==> config.mk <==
export PLATFORM = sky130hd
export DESIGN_NAME = uart_tx_sched_flat
export DESIGN_NICKNAME = d
export VERILOG_FILES = /design/src/rtl/uart_tx_sched_if.sv /design/src/rtl/uart_tx_sched.sv /design/src/flat_wrapper.sv
export SDC_FILE = /design/constraint.sdc
export NUM_CORES = 1
export LEC_CHECK = 0
export ABC_AREA = 1
export BUFFER_PORTS_ARGS = -buffer_cell sky130_fd_sc_hd__buf_2
export CORE_MARGIN = 2
export CORE_UTILIZATION = 48
export DETAILED_ROUTE_END_ITERATION = 6
export GPL_TIMING_DRIVEN = 0
export PLACE_DENSITY = 0.79
export SLEW_MARGIN = 20
export SYNTH_ARGS = -nofsm -noshare
export SYNTH_HDL_FRONTEND = slang
export SYNTH_SLANG_ARGS = --single-unit
==> constraint.sdc <==
create_clock -name sys_clk -period 1.9 [get_ports sys_clk]
set_input_delay 0.19 -clock sys_clk [delete_from_list [all_inputs] [get_ports sys_clk]]
set_output_delay 0.19 -clock sys_clk [all_outputs]
set_load 0.005 [all_outputs]
==> src/rtl/uart_tx_sched_if.sv <==
// -----------------------------------------------------------------------------
// uart_tx_sched_if
//   Register-write side of the UART as seen by the transmit scheduler.
//   master : the scheduler (drives write strobes and data, reads pending)
//   slave  : the UART register block
// Signals
//   uart_baud_wr   baud divisor register write strobe
//   uart_con_wr    control register write strobe
//   uart_txbuf_wr  transmit buffer write strobe
//   icb_wdat[15:0] write data shared by all three strobes
//   uart_int       UART pending flag (TX complete while txie is set)
// -----------------------------------------------------------------------------
interface uart_tx_sched_if;
  logic        uart_baud_wr;
  logic        uart_con_wr;
  logic        uart_txbuf_wr;
  logic [15:0] icb_wdat;
  logic        uart_int;

  modport master (
    output uart_baud_wr, uart_con_wr, uart_txbuf_wr, icb_wdat,
    input  uart_int
  );

  modport slave (
    input  uart_baud_wr, uart_con_wr, uart_txbuf_wr, icb_wdat,
    output uart_int
  );
endinterface

==> src/rtl/uart_tx_sched.sv <==
// -----------------------------------------------------------------------------
// uart_tx_sched
//   Round-robin scheduler sharing one UART transmitter between NREQ byte
//   sources. Initialises the UART (baud, then control with en/txie forced),
//   then grants one requester at a time: writes its byte to txbuf and waits
//   for the TX-complete pending (low, then high) before the next grant.
//
// Parameters
//   NREQ   number of requesters (2..8)
//   TMO_W  width of the TX-complete timeout counter
//
// Optional feature
//   UART_TX_SCHED_TMO_EN : when defined, a TMO_W-bit counter bounds the wait
//   for TX-complete; at all-ones tmo_err pulses and the UART is re-initialised.
//   When undefined the wait is unbounded and tmo_err is tied low.
//
// Ports
//   sys_clk, sys_rst     clock, asynchronous active-high reset
//   cfg_baud, cfg_con    init values for the UART baud / control registers
//   cfg_load             one-cycle pulse requesting a re-initialisation
//   req, req_dat         per-requester byte-valid level and byte (8 bits each)
//   ack, done            one-cycle pulses: byte written to txbuf / fully sent
//   busy                 high whenever the scheduler is not in IDLE
//   tmo_err              one-cycle pulse on TX-complete timeout
//   uart                 UART register-write interface (master side)
// -----------------------------------------------------------------------------
module uart_tx_sched #(
  parameter int NREQ  = 4,
  parameter int TMO_W = 20
) (
  input  logic                 sys_clk,
  input  logic                 sys_rst,
  input  logic [15:0]          cfg_baud,
  input  logic [15:0]          cfg_con,
  input  logic                 cfg_load,
  input  logic [NREQ-1:0]      req,
  input  logic [NREQ*8-1:0]    req_dat,
  output logic [NREQ-1:0]      ack,
  output logic [NREQ-1:0]      done,
  output logic                 busy,
  output logic                 tmo_err,
  uart_tx_sched_if.master      uart
);

  localparam int IDX_W = (NREQ > 1) ? $clog2(NREQ) : 1;

  if (NREQ < 2 || NREQ > 8 || TMO_W < 2) begin : g_param_check
    $error("uart_tx_sched: NREQ must be 2..8 and TMO_W at least 2");
  end

  typedef enum logic [2:0] {
    INIT_BAUD,
    INIT_CON,
    IDLE,
    WR_TX,
    WAIT_LO,
    WAIT_HI
  } state_t;

  state_t              r_state;
  logic [IDX_W-1:0]    r_ptr;       // last granted requester
  logic [IDX_W-1:0]    r_win;       // requester currently being served
  logic [7:0]          r_byte;
  logic                r_cfg_pend;  // cfg_load seen while a byte was in flight
  logic                r_baud_wr;
  logic                r_con_wr;
  logic                r_tx_wr;
  logic [15:0]         r_wdat;
  logic [NREQ-1:0]     r_ack;
  logic [NREQ-1:0]     r_done;
  logic                r_tmo_err;

  logic                w_found;
  logic [IDX_W-1:0]    w_win;
  logic [IDX_W-1:0]    w_cand;
  logic                w_tmo_hit;
  logic                w_waiting;

  assign w_waiting = (r_state == WAIT_LO) || (r_state == WAIT_HI);

  // Round-robin search: first set req strictly after the last winner.
  // NOTE: every variable gets a default before the loop so no path leaves it
  // unassigned, which would otherwise infer a latch.
  always_comb begin
    w_found = 1'b0;
    w_win   = r_ptr;
    w_cand  = '0;
    for (int k = 1; k <= NREQ; k++) begin
      w_cand = IDX_W'((int'(r_ptr) + k) % NREQ);
      if (!w_found && req[w_cand]) begin
        w_found = 1'b1;
        w_win   = w_cand;
      end
    end
  end

`ifdef UART_TX_SCHED_TMO_EN
  logic [TMO_W-1:0] r_tmo_cnt;

  always_ff @(posedge sys_clk or posedge sys_rst) begin
    if (sys_rst)                r_tmo_cnt <= '0;
    else if (r_state == WR_TX)  r_tmo_cnt <= '0;
    else if (w_waiting)         r_tmo_cnt <= r_tmo_cnt + 1'b1;
  end

  assign w_tmo_hit = w_waiting && (&r_tmo_cnt);
`else
  assign w_tmo_hit = 1'b0;
`endif

  // Outputs are registered: each strobe is issued on the edge that leaves
  // the state owning it, so it is visible for exactly one cycle afterwards.
  // NOTE: sequential state uses non-blocking assignments so every register
  // samples pre-edge values regardless of statement order.
  always_ff @(posedge sys_clk or posedge sys_rst) begin
    if (sys_rst) begin
      r_state    <= INIT_BAUD;
      r_ptr      <= IDX_W'(NREQ - 1);
      r_win      <= '0;
      r_byte     <= '0;
      r_cfg_pend <= 1'b0;
      r_baud_wr  <= 1'b0;
      r_con_wr   <= 1'b0;
      r_tx_wr    <= 1'b0;
      r_wdat     <= '0;
      r_ack      <= '0;
      r_done     <= '0;
      r_tmo_err  <= 1'b0;
    end else begin
      r_baud_wr <= 1'b0;
      r_con_wr  <= 1'b0;
      r_tx_wr   <= 1'b0;
      r_ack     <= '0;
      r_done    <= '0;
      r_tmo_err <= 1'b0;

      if (cfg_load && (r_state == WR_TX || w_waiting)) r_cfg_pend <= 1'b1;

      case (r_state)
        INIT_BAUD: begin
          r_baud_wr <= 1'b1;
          r_wdat    <= cfg_baud;
          r_state   <= INIT_CON;
        end
        INIT_CON: begin
          if (cfg_load) begin
            r_state <= INIT_BAUD;
          end else begin
            r_con_wr   <= 1'b1;
            r_wdat     <= cfg_con | 16'h0003;
            r_cfg_pend <= 1'b0;
            r_state    <= IDLE;
          end
        end
        IDLE: begin
          // A deferred or fresh cfg_load wins over arbitration.
          if (cfg_load || r_cfg_pend) begin
            r_cfg_pend <= 1'b0;
            r_state    <= INIT_BAUD;
          end else if (w_found) begin
            r_win   <= w_win;
            r_ptr   <= w_win;
            r_byte  <= req_dat[{w_win, 3'b000} +: 8];
            r_state <= WR_TX;
          end
        end
        WR_TX: begin
          r_tx_wr      <= 1'b1;
          r_wdat       <= {8'd0, r_byte};
          r_ack[r_win] <= 1'b1;
          r_state      <= WAIT_LO;
        end
        WAIT_LO: begin
          // The txbuf write clears pending; a still-high flag is stale.
          if (w_tmo_hit) begin
            r_tmo_err <= 1'b1;
            r_state   <= INIT_BAUD;
          end else if (!uart.uart_int) begin
            r_state <= WAIT_HI;
          end
        end
        WAIT_HI: begin
          if (w_tmo_hit) begin
            r_tmo_err <= 1'b1;
            r_state   <= INIT_BAUD;
          end else if (uart.uart_int) begin
            r_done[r_win] <= 1'b1;
            r_state       <= IDLE;
          end
        end
        default: r_state <= INIT_BAUD;
      endcase
    end
  end

  assign ack                = r_ack;
  assign done               = r_done;
  assign tmo_err            = r_tmo_err;
  assign busy               = (r_state != IDLE);
  assign uart.uart_baud_wr  = r_baud_wr;
  assign uart.uart_con_wr   = r_con_wr;
  assign uart.uart_txbuf_wr = r_tx_wr;
  assign uart.icb_wdat      = r_wdat;

endmodule
==> src/flat_wrapper.sv <==
// flat-port wrapper written by rule: the top's interface ports become plain ports
module uart_tx_sched_flat 
#(
  parameter int NREQ  = 4,
  parameter int TMO_W = 20
)
  (sys_clk, sys_rst, cfg_baud, cfg_con, cfg_load, req, req_dat, ack, done, busy, tmo_err, uart_uart_baud_wr, uart_uart_con_wr, uart_uart_txbuf_wr, uart_icb_wdat, uart_uart_int);
  uart_tx_sched_if uart_i ();
  input  logic sys_clk;
  input  logic sys_rst;
  input  logic [15:0] cfg_baud;
  input  logic [15:0] cfg_con;
  input  logic cfg_load;
  input  logic [NREQ-1:0] req;
  input  logic [NREQ*8-1:0] req_dat;
  output logic [NREQ-1:0] ack;
  output logic [NREQ-1:0] done;
  output logic busy;
  output logic tmo_err;
  output wire logic [$bits(uart_i.uart_baud_wr)-1:0] uart_uart_baud_wr;
  output wire logic [$bits(uart_i.uart_con_wr)-1:0] uart_uart_con_wr;
  output wire logic [$bits(uart_i.uart_txbuf_wr)-1:0] uart_uart_txbuf_wr;
  output wire logic [$bits(uart_i.icb_wdat)-1:0] uart_icb_wdat;
  input wire logic [$bits(uart_i.uart_int)-1:0] uart_uart_int;
  assign uart_uart_baud_wr = uart_i.uart_baud_wr;
  assign uart_uart_con_wr = uart_i.uart_con_wr;
  assign uart_uart_txbuf_wr = uart_i.uart_txbuf_wr;
  assign uart_icb_wdat = uart_i.icb_wdat;
  assign uart_i.uart_int = uart_uart_int;
  uart_tx_sched #(.NREQ(NREQ), .TMO_W(TMO_W)) u_core (.sys_clk(sys_clk), .sys_rst(sys_rst), .cfg_baud(cfg_baud), .cfg_con(cfg_con), .cfg_load(cfg_load), .req(req), .req_dat(req_dat), .ack(ack), .done(done), .busy(busy), .tmo_err(tmo_err), .uart(uart_i));
endmodule
Word level (Yosys, flattened, before mapping)
Cells that the tools add are included.
{ "word_totals": {"ff_bits": 43, "latch_bits": 0, "ramBits": 0, "rom_bits": 0, "in_bits": 72, "out_inout_bits": 29, "wordCells": 86, "memories": 0} }
{ "classes": {"add_sub_neg": 4, "n_mul": 0, "div": 0, "magnitude_cmp": 6, "eq_ne": 10, "n_shift": 1, "mux": 37, "bitwise_logic": 1, "n_reduce_logical": 16} }
{ "op_table": {"columns": ["op", "count"], "rows": [
  ["16-bit one-hot mux with 3 select lines", 1],
  ["32-bit by 6-bit variable part select with 8-bit output", 1],
  ["3-bit one-hot mux with 6 select lines", 1],
  ["1-bit two-way mux", 16],
  ["16-bit two-way mux", 1],
  ["2-bit by 3-bit < comparator with 1-bit output (second input constant)", 5],
  ["3-bit two-way mux", 4],
  ["4-bit two-way mux", 3],
  ["2-bit two-way mux", 5],
  ["1-bit binary-select mux with 2-bit select", 4],
  ["3-bit by 2-bit equality test with 1-bit output (second input constant)", 2],
  ["3-bit equality test (second input constant)", 2],
  ["2-bit inequality test (second input constant)", 3],
  ["3-bit AND reduction", 2],
  ["1-bit logical AND", 5],
  ["2-bit by 1-bit adder with 2-bit output (second input constant)", 2],
  ["2-bit adder (second input constant)", 2],
  ["3-bit by 1-bit equality test with 1-bit output (second input constant)", 1],
  ["1-bit logical NOT", 3],
  ["3-bit logical NOT", 1],
  ["1-bit logical OR", 3],
  ["3-bit by 1-bit inequality test with 1-bit output (second input constant)", 1],
  ["3-bit by 2-bit inequality test with 1-bit output (second input constant)", 1],
  ["3-bit nonzero test", 1],
  ["other kinds (5)", 5]
]} }

Logic depth before layout (Yosys ltp)
Gate-level depths: netlist of run 1.
{ "depth": {"word_depth": 16, "mapped_depth": 16, "depth_no_buf": 15} }

Worst setup path before layout of run 1
OpenSTA, ideal clock, no wires.
{ "synth_timing": {"path_type": "register -> register", "from": "register u_core.r_ptr[0]", "to": "register u_core.r_byte[2]", "setup_time_ns": 0.116, "arrival_time_ns": 1.627, "required_ns": 1.784, "path_slack_ns": 0.156, "stages_incl_launch_ff": 16, "path_buffers": 2, "synth_period_minus_slack_ns": 1.744, "cell_sequence": "dfstp_2 -> inv_2 -> buf_6 -> nand2_2 -> nand2_2 -> nand2_2 -> nand2_4 -> inv_4 -> nand3_4 -> buf_4 -> nand3_1 -> nand2_1 -> nand2_1 -> nand2_1 -> nand2_1 -> nand2_1"} }
{ "synth_between": {"elab_chain_len": 14, "elab_cells_between_ends": 28, "classes_between": "add/sub: 4; shift: 1; mux: 16; reduce/logical: 7"} }
{ "synth_rtl": {"columns": ["item", "line", "rtl"], "rows": [
  ["start, declared", "uart_tx_sched.sv:61", "logic [IDX_W-1:0] r_ptr;"],
  ["start signal, assigned", "uart_tx_sched.sv:118", "r_ptr <= IDX_W'(NREQ - 1);"],
  ["start signal, assigned", "uart_tx_sched.sv:162", "r_ptr <= w_win;"],
  ["2-bit by 1-bit adder with 2-bit output", "uart_tx_sched.sv:89", "w_cand = IDX_W'((int'(r_ptr) + k) % NREQ);"],
  ["1-bit binary-select mux with 2-bit select", "uart_tx_sched.sv:90", "if (!w_found && req[w_cand]) begin"],
  ["1-bit two-way mux (implied by the code)", "uart_tx_sched.sv:90", null],
  ["1-bit two-way mux", "uart_tx_sched.sv:90", null],
  ["1-bit logical NOT", "uart_tx_sched.sv:90", null],
  ["1-bit logical AND", "uart_tx_sched.sv:90", null],
  ["1-bit two-way mux", "uart_tx_sched.sv:90", null],
  ["1-bit logical NOT", "uart_tx_sched.sv:90", null],
  ["1-bit logical AND", "uart_tx_sched.sv:90", null],
  ["1-bit two-way mux", "uart_tx_sched.sv:90", null],
  ["1-bit logical NOT", "uart_tx_sched.sv:90", null],
  ["1-bit logical AND", "uart_tx_sched.sv:90", null],
  ["2-bit two-way mux or 1-bit two-way mux (tied branches)", "uart_tx_sched.sv:90", null],
  ["32-bit by 6-bit variable part select with 8-bit output or 3-bit AND reduction (tied branches)", null, null],
  ["end signal, assigned", "uart_tx_sched.sv:163", "r_byte <= req_dat[{w_win, 3'b000} +: 8];"],
  ["end, declared", "uart_tx_sched.sv:63", "logic [7:0] r_byte;"]
]} }
Parallel ways exist; a longest one is shown, timed or not. The select of a mux whose other input is x is not followed.
A chain may end at the register's enable or synchronous reset.

Worst setup path after layout of run 1
{ "layout_timing": {"from": "register u_core.r_ptr[0]", "to": "register u_core.r_byte[1]"} }
The elaborated chain is that of the path after synthesis.

==> results of run 1 <==
-- final timing paths --
check / start / endpoint / slack [ps]
max in group asynchronous: sys_rst / u_core.r_ptr[1] / 990
worst max register to register: u_core.r_ptr[0] / u_core.r_byte[1] / -90
worst min register to register: u_core.r_byte[4] / u_core.r_byte[4] / 480
worst max-delay path: u_core.r_ptr[0] / u_core.r_byte[1] / -90
min in group asynchronous: sys_rst / u_core.uart.icb_wdat[4] / 400
worst min-delay path: cfg_load / u_core.uart.uart_con_wr / 110
-- repair_timing --
| item | CTS | global route |
|---|---|---|
| pin swaps | 13 | 34 |
| setup buffers | 14 | 7 |
| cloned | 5 | 1 |
| hold endpoints to repair | 11 | 0 |
| hold buffers | 1 | 0 |
| setup endpoints to repair | 9 | 31 |
| gates resized for setup | 28 | 65 |
-- sequential cells by signal (all words and copies together), names as in the netlist --
name                       count
u_core.ack                     4
u_core.done                    4
u_core.r_byte                  8
u_core.r_cfg_pend              1
u_core.r_ptr                   2
u_core.r_state                 3
u_core.r_win                   2
u_core.uart.icb_wdat          16
u_core.uart.uart_baud_wr       1
u_core.uart.uart_con_wr        1
u_core.uart.uart_txbuf_wr      1
-- per-layer routing --
metal  vias up  share of wire  global-route usage
met5         -              0                   0
met3        10          0.077             0.04186
li1       1412              -                   -
met4         0          0.016             0.08214
met1      1348           0.39              0.3002
met2       143           0.51              0.4000
-- layout by cell type, fill, tap and decap left out, types with 4 or more instances in the layout --
master	instances
nand3_1	56
buf_6	9
clkbuf_1	7
dfrtp_1	40
buf_4	19
inv_2	6
nand3_4	6
nand2_4	18
nand2_2	15
nand2_8	6
a22oi_1	6
o21a_1	14
inv_1	32
o21ai_1	4
buf_2	98
nor2_1	10
nand2_1	77
clkbuf_8	5
nor3_1	9
nand3_2	11
-- critical path, delay by kind of cell, from the launching register on --
| family | cells | cell delay, ps |
|---|---|---|
| buf+inv | 3 | 250 |
| flops | 1 | 590 |
| simple gates | 11 | 1050 |
-- metrics by stage --
stage / util / worst slack (ps) / instances
after CTS: 0.6826 / -32.30 / 543
after global placement: 0.6147 / -4.266 / 514
after floorplan: - / 156.1 / 347
after global routing: 0.7487 / -192.6 / 551
after detailed placement: 0.6185 / -74.47 / 515
final: 0.7487 / -88.05 / 551
-- power by group --
part           switching (uW)  total [uW]  leakage [uW]  internal, uW
combinational            3270        5570       0.00152          2300
clock                     277         534     0.0000422           258
sequential                226        1530      0.000533          1300
total                    3770        7630       0.00209          3860
-- final cells by class --
cell class	count	area, um2
sequential	43	1080
clock buffer	7	76.32
timing repair inverter	1	3.754
timing repair buffer	123	726.9
tap	70	87.58
inverter	40	162.7
clock inverter	1	5.005
fill	378	1300
multi-input combinational	253	1634
buffer	13	96.34
-- cell families (layout without fill, tap and decap cells) --
group           Yosys count  after routing  share of synthesized area
compound gates           37             37                    0.09458
buf+inv                  53            185                    0.09313
flops                    43             43                     0.4138
other cells               1              1                   0.001439
simple gates            213            215                     0.3970
==> flow_summary.json, run 1 <==
{
  "area_growth_pct": 48.58,
  "ys_top_cells_by_area": "dfrtp_1 (39%), nand2_1 (14%), nand3_1 (13%), inv_1 (4.8%), o21a_1 (4.0%)",
  "synth_flop_cell": "dfrtp_1",
  "cpMaxStageDelayCell": "dfstp_2",
  "timing.hold.ws_ps": 114.4,
  "wirelength_um": 7738,
  "start_util": 0.5039,
  "vias_per_cell": 5.287,
  "vias": 2913,
  "synth_edf_count": 0,
  "cp-start-kind": "register",
  "grt_max_degree": 33,
  "yosys.area.top_type_share": 0.3937,
  "nets": 552,
  "path_max_fanout": 6,
  "p_leak_uw": 0.002091,
  "max_slew_margin": 0.6606,
  "stdcell_area_mm2": 0.003872,
  "die_area_mm2": 0.006035,
  "die_height_um": 77.69,
  "clock_latency_ps": 280,
  "synth_seq_cells": 43,
  "grt_pass1_wl_um": 11610,
  "hold_depth": 2,
  "peakVddDrop_mv": 1.168,
  "clock_path_buffers": 2,
  "rsz0062_at_grt": "yes",
  "cts_sinks": 43,
  "pin_count": 101,
  "fin_skew_ps": 3.495,
  "fin_crit_sh": 1.046,
  "synthMostInstantiatedCell": "nand2_1",
  "yosys.area.top_type": "dfrtp_1",
  "finalHoldViolCount": 0,
  "wire_per_inst_um": 14.04,
  "synth_common_cells": "nand2_1 (98), nand3_1 (68), dfrtp_1 (41)",
  "grt_pass1_vias": 2563,
  "hp-class": "in2reg",
  "fp.dieW_um": 77.69,
  "ys_async_sr_fraction": 1.000,
  "yosysSeqAreaShare": 0.4138,
  "grtUsageTotal": 0.2351,
  "grt-ovfl-total": 0,
  "path_clk_slew_ps": 70,
  "routabilityCongestion": 0.8590,
  "place.detailed.hpwl_um": 4944,
  "cts-root-buf": "clkbuf_8",
  "dr.pass1.iters": 5,
  "setup_viol": 10,
  "power_uw": 7630,
  "ant_nets": 0,
  "max_freq_mhz": 503.0,
  "drc": 0,
  "design.core.area_mm2": 0.005172,
  "setup_ws_ps": -88.05,
  "worstSetupEndpointType": "register",
  "slowest_delay_ps": 590,
  "finalCriticalPeriod_ps": 1988,
  "synth_area_mm2": 0.002606,
  "p_per_area_mw_per_mm2": 1970,
  "violations": "negative setup slack",
  "io_buffers": 97,
  "fin_setup_tns_ps": -641.7,
  "outcome": "finished, violations left",
  "avgSynthCellArea_um2": 7.511,
  "worstPathRequired_ps": 2080,
  "path_class": "reg2reg",
  "yosys_warnings": 0,
  "worstPathArrival_ps": 2170,
  "antenna_found_initial": 0,
  "drt_iter0_markers": 177,
  "drive_gt1_frac": 0.4491,
  "path_cells": "inv_2, buf_8, nand2_4, nand2_4, nand2_4, nand2_8, nor2_4, nand3_4, nand2_4, inv_6, nand2_1, nand2_1, nand2_1, nand2_1",
  "syn-num-nets": 419,
  "drv_cap": 0,
  "place_area_mm2": 0.003199,
  "synthCells": 347,
  "worstMarginPinSlew_ps": 509.1,
  "numCtsBuffers": 5,
  "diodes": 0,
  "cts_tree": "done",
  "ys_types": 29,
  "final-max-slew-violation-count": 0,
  "rr_worst_depth": 14,
  "htreeDepth": 2,
  "fp-row-count": 26
}
Note: power is estimated with default switching activity, not from simulation.
==> run 2, diff against run 1 <==
- CORE_UTILIZATION: 48 -> 40
- PLACE_DENSITY: 0.79 -> 0.68
==> run 2 against run 1 <==
  * The flow still finishes with violations (negative setup slack)
  * Highest routed layer unchanged
  * Worst hold slack better by 12 ps
  * Critical endpoint is now u_core.r_byte[7]
  * Flip-flop and latch count unchanged
  * Largest power group unchanged
  * Sequential power about the same
  * Critical path type unchanged
  * Combinational power down 10%
==> flow_summary.json, run 2 (synthesized netlist as in run 1, its figures left out) <==
{
  "final_core_util": 0.5882,
  "fin_crit_sh": 1.036,
  "rsz0062_at_grt": "yes",
  "timing.hold.ws_ps": 126.7,
  "worstPathRequired_ps": 2080,
  "layout_common_cells": "buf_2 (98), nand2_1 (87), nand3_1 (65)",
  "p_per_area_mw_per_mm2": 1900,
  "placedCellCount": 522,
  "hp-class": "in2reg",
  "max_slew_margin": 0.6664,
  "place_ws_ps": -29.63,
  "cell_internal_pwr_uw": 3595,
  "pin_count": 101,
  "drive_gt1_frac": 0.3911,
  "dr.pass1.iters": 5,
  "fp-row-count": 29,
  "cts_tree": "done",
  "die_area_mm2": 0.007177,
  "n_fill_cell": 604,
  "layout_commonest_cell": "buf_2",
  "grt_pass1_wl_um": 10580,
  "setup_ws_ps": -67.65,
  "violations": "negative setup slack",
  "max_freq_mhz": 508.2,
  "clkPwrFrac": 0.074,
  "grt-ovfl-total": 0,
  "sw_frac_of_total": 0.4905,
  "fp.dieW_um": 84.72,
  "setup_viol": 8,
  "numCtsBuffers": 5,
  "htreeDepth": 2,
  "grt_max_degree": 23,
  "power_uw": 7056,
  "clock_path_buffers": 2,
  "worstMarginPinSlew_ps": 499.7,
  "path_clk_slew_ps": 70,
  "diodes": 0,
  "path_class": "reg2reg",
  "wirelength_um": 7282,
  "fin_skew_ps": 3.357,
  "worstPathArrival_ps": 2150,
  "drc": 0,
  "peakVddDrop_mv": 1.362,
  "cts-root-buf": "clkbuf_8",
  "drt_iter0_markers": 114,
  "vias": 2747,
  "cts_sinks": 43,
  "place.detailed.hpwl_um": 5006,
  "wire_per_inst_um": 13.24,
  "area_growth_pct": 42.49,
  "vias_per_cell": 4.995,
  "ant_nets": 0,
  "finalCriticalPeriod_ps": 1968,
  "finalNonFillerCells": 550,
  "grtUsageTotal": 0.1783,
  "io_buffers": 97,
  "die_height_um": 84.72,
  "start_util": 0.4128,
  "finalHoldViolCount": 0,
  "p_leak_uw": 0.002019,
  "design.core.area_mm2": 0.006314,
  "final-max-slew-violation-count": 0,
  "path_max_fanout": 8,
  "power_frac_seq": 0.219,
  "nets": 546,
  "antenna_found_initial": 0,
  "drv_cap": 0,
  "power_switching_uw": 3461,
  "outcome": "finished, violations left",
  "cp-start-kind": "register",
  "largest_register_ffs": 16,
  "grt_pass1_vias": 2483,
  "worstSetupEndpointType": "register",
  "routabilityCongestion": 0.7803,
  "clock_latency_ps": 290,
  "comb_power_share": 0.708
}
==> run 2: changes by cell type in the layout (fill, tap and decap cells not counted), moves of 2 or more <==
cell	delta
a21oi_1	+2
nand2_1	+10
buf_4	-4
a21oi_2	-2
buf_6	-4
nand2_4	-6
o21ai_0	+2
o21ai_1	-2
nand3_1	+9
nand2_2	-2
inv_2	-2
nand3_2	-8
==> run 2: worst max-delay path, stage by stage (launching register included) <==
cell	delay (ps)
dfstp_2	600
inv_4	70
buf_12	140
nand2_4	60
nand2_4	60
nand2_2	80
nand2_4	80
buf_4	140
buf_4	130
nand3_4	130
nand3_1	110
nand3_1	100
nand2_1	60
nand2_1	50
nand2_1	40
==> run 2: power by group through the flow <==
stage          registers, uW  logic (uW)  clock network, uW
6_report                1540        4990                519
3_3_place_gp            1540        3560                  0
2_1_floorplan           1530        2750                  0
3_5_place_dp            1550        3620                  0
5_1_grt                 1580        5480                577
4_1_cts                 1540        3700                540
==> run 2: repair_timing <==
item	in CTS	in global routing
pin swaps	0	21
hold buffers	1	0
setup endpoints to repair	8	24
endpoints found under the hold margin	21	0
setup buffers	0	13
resized for setup	4	57
gates cloned	0	8
==> run 2: path summary, 6_finish.rpt <==
kind | cells past startpoint | startpoint | end | slack [ps]
worst max-delay path | 14 | u_core.r_ptr[0] | u_core.r_byte[7] | -70
worst min-delay path | 2 | uart_uart_int | u_core.r_state[0] | 130
worst max register to register | 14 | u_core.r_ptr[0] | u_core.r_byte[7] | -70
worst min register to register | 2 | u_core.r_byte[6] | u_core.r_byte[6] | 480
max in group asynchronous | 4 | sys_rst | u_core.r_ptr[1] | 880
min in group asynchronous | 3 | sys_rst | u_core.ack[0] | 470
==> run 2: layout make-up <==
class | instances | area, um2 | area share
Buffer | 13 | 105.1 | 0.02830
Clock buffer | 6 | 72.57 | 0.01954
Inverter | 40 | 170.2 | 0.04582
Multi-Input combinational cell | 254 | 1509 | 0.4063
Sequential cell | 43 | 1079 | 0.2904
Tap cell | 77 | 96.34 | 0.02594
Timing Repair Buffer | 116 | 675.6 | 0.1819
Timing Repair inverter | 1 | 6.256 | 0.001685
==> run 2: per-stage QoR <==
step                setup TNS (ps)  instance area, um2
floorplan                        0                2606
global placement            -24.94                3188
detailed placement          -119.2                3216
CTS                              0                3314
global route                 -1510                3714
finish                      -346.5                3714
==> run 2: layer usage <==
metal,share of wire,routed length (um),global-route usage,vias up
met3,0.058,421,0.03638,22
met1,0.43,3102,0.2298,1229
met5,0,0,0,-
met4,0.026,189,0.05772,0
li1,-,-,-,1387
met2,0.49,3568,0.3006,109
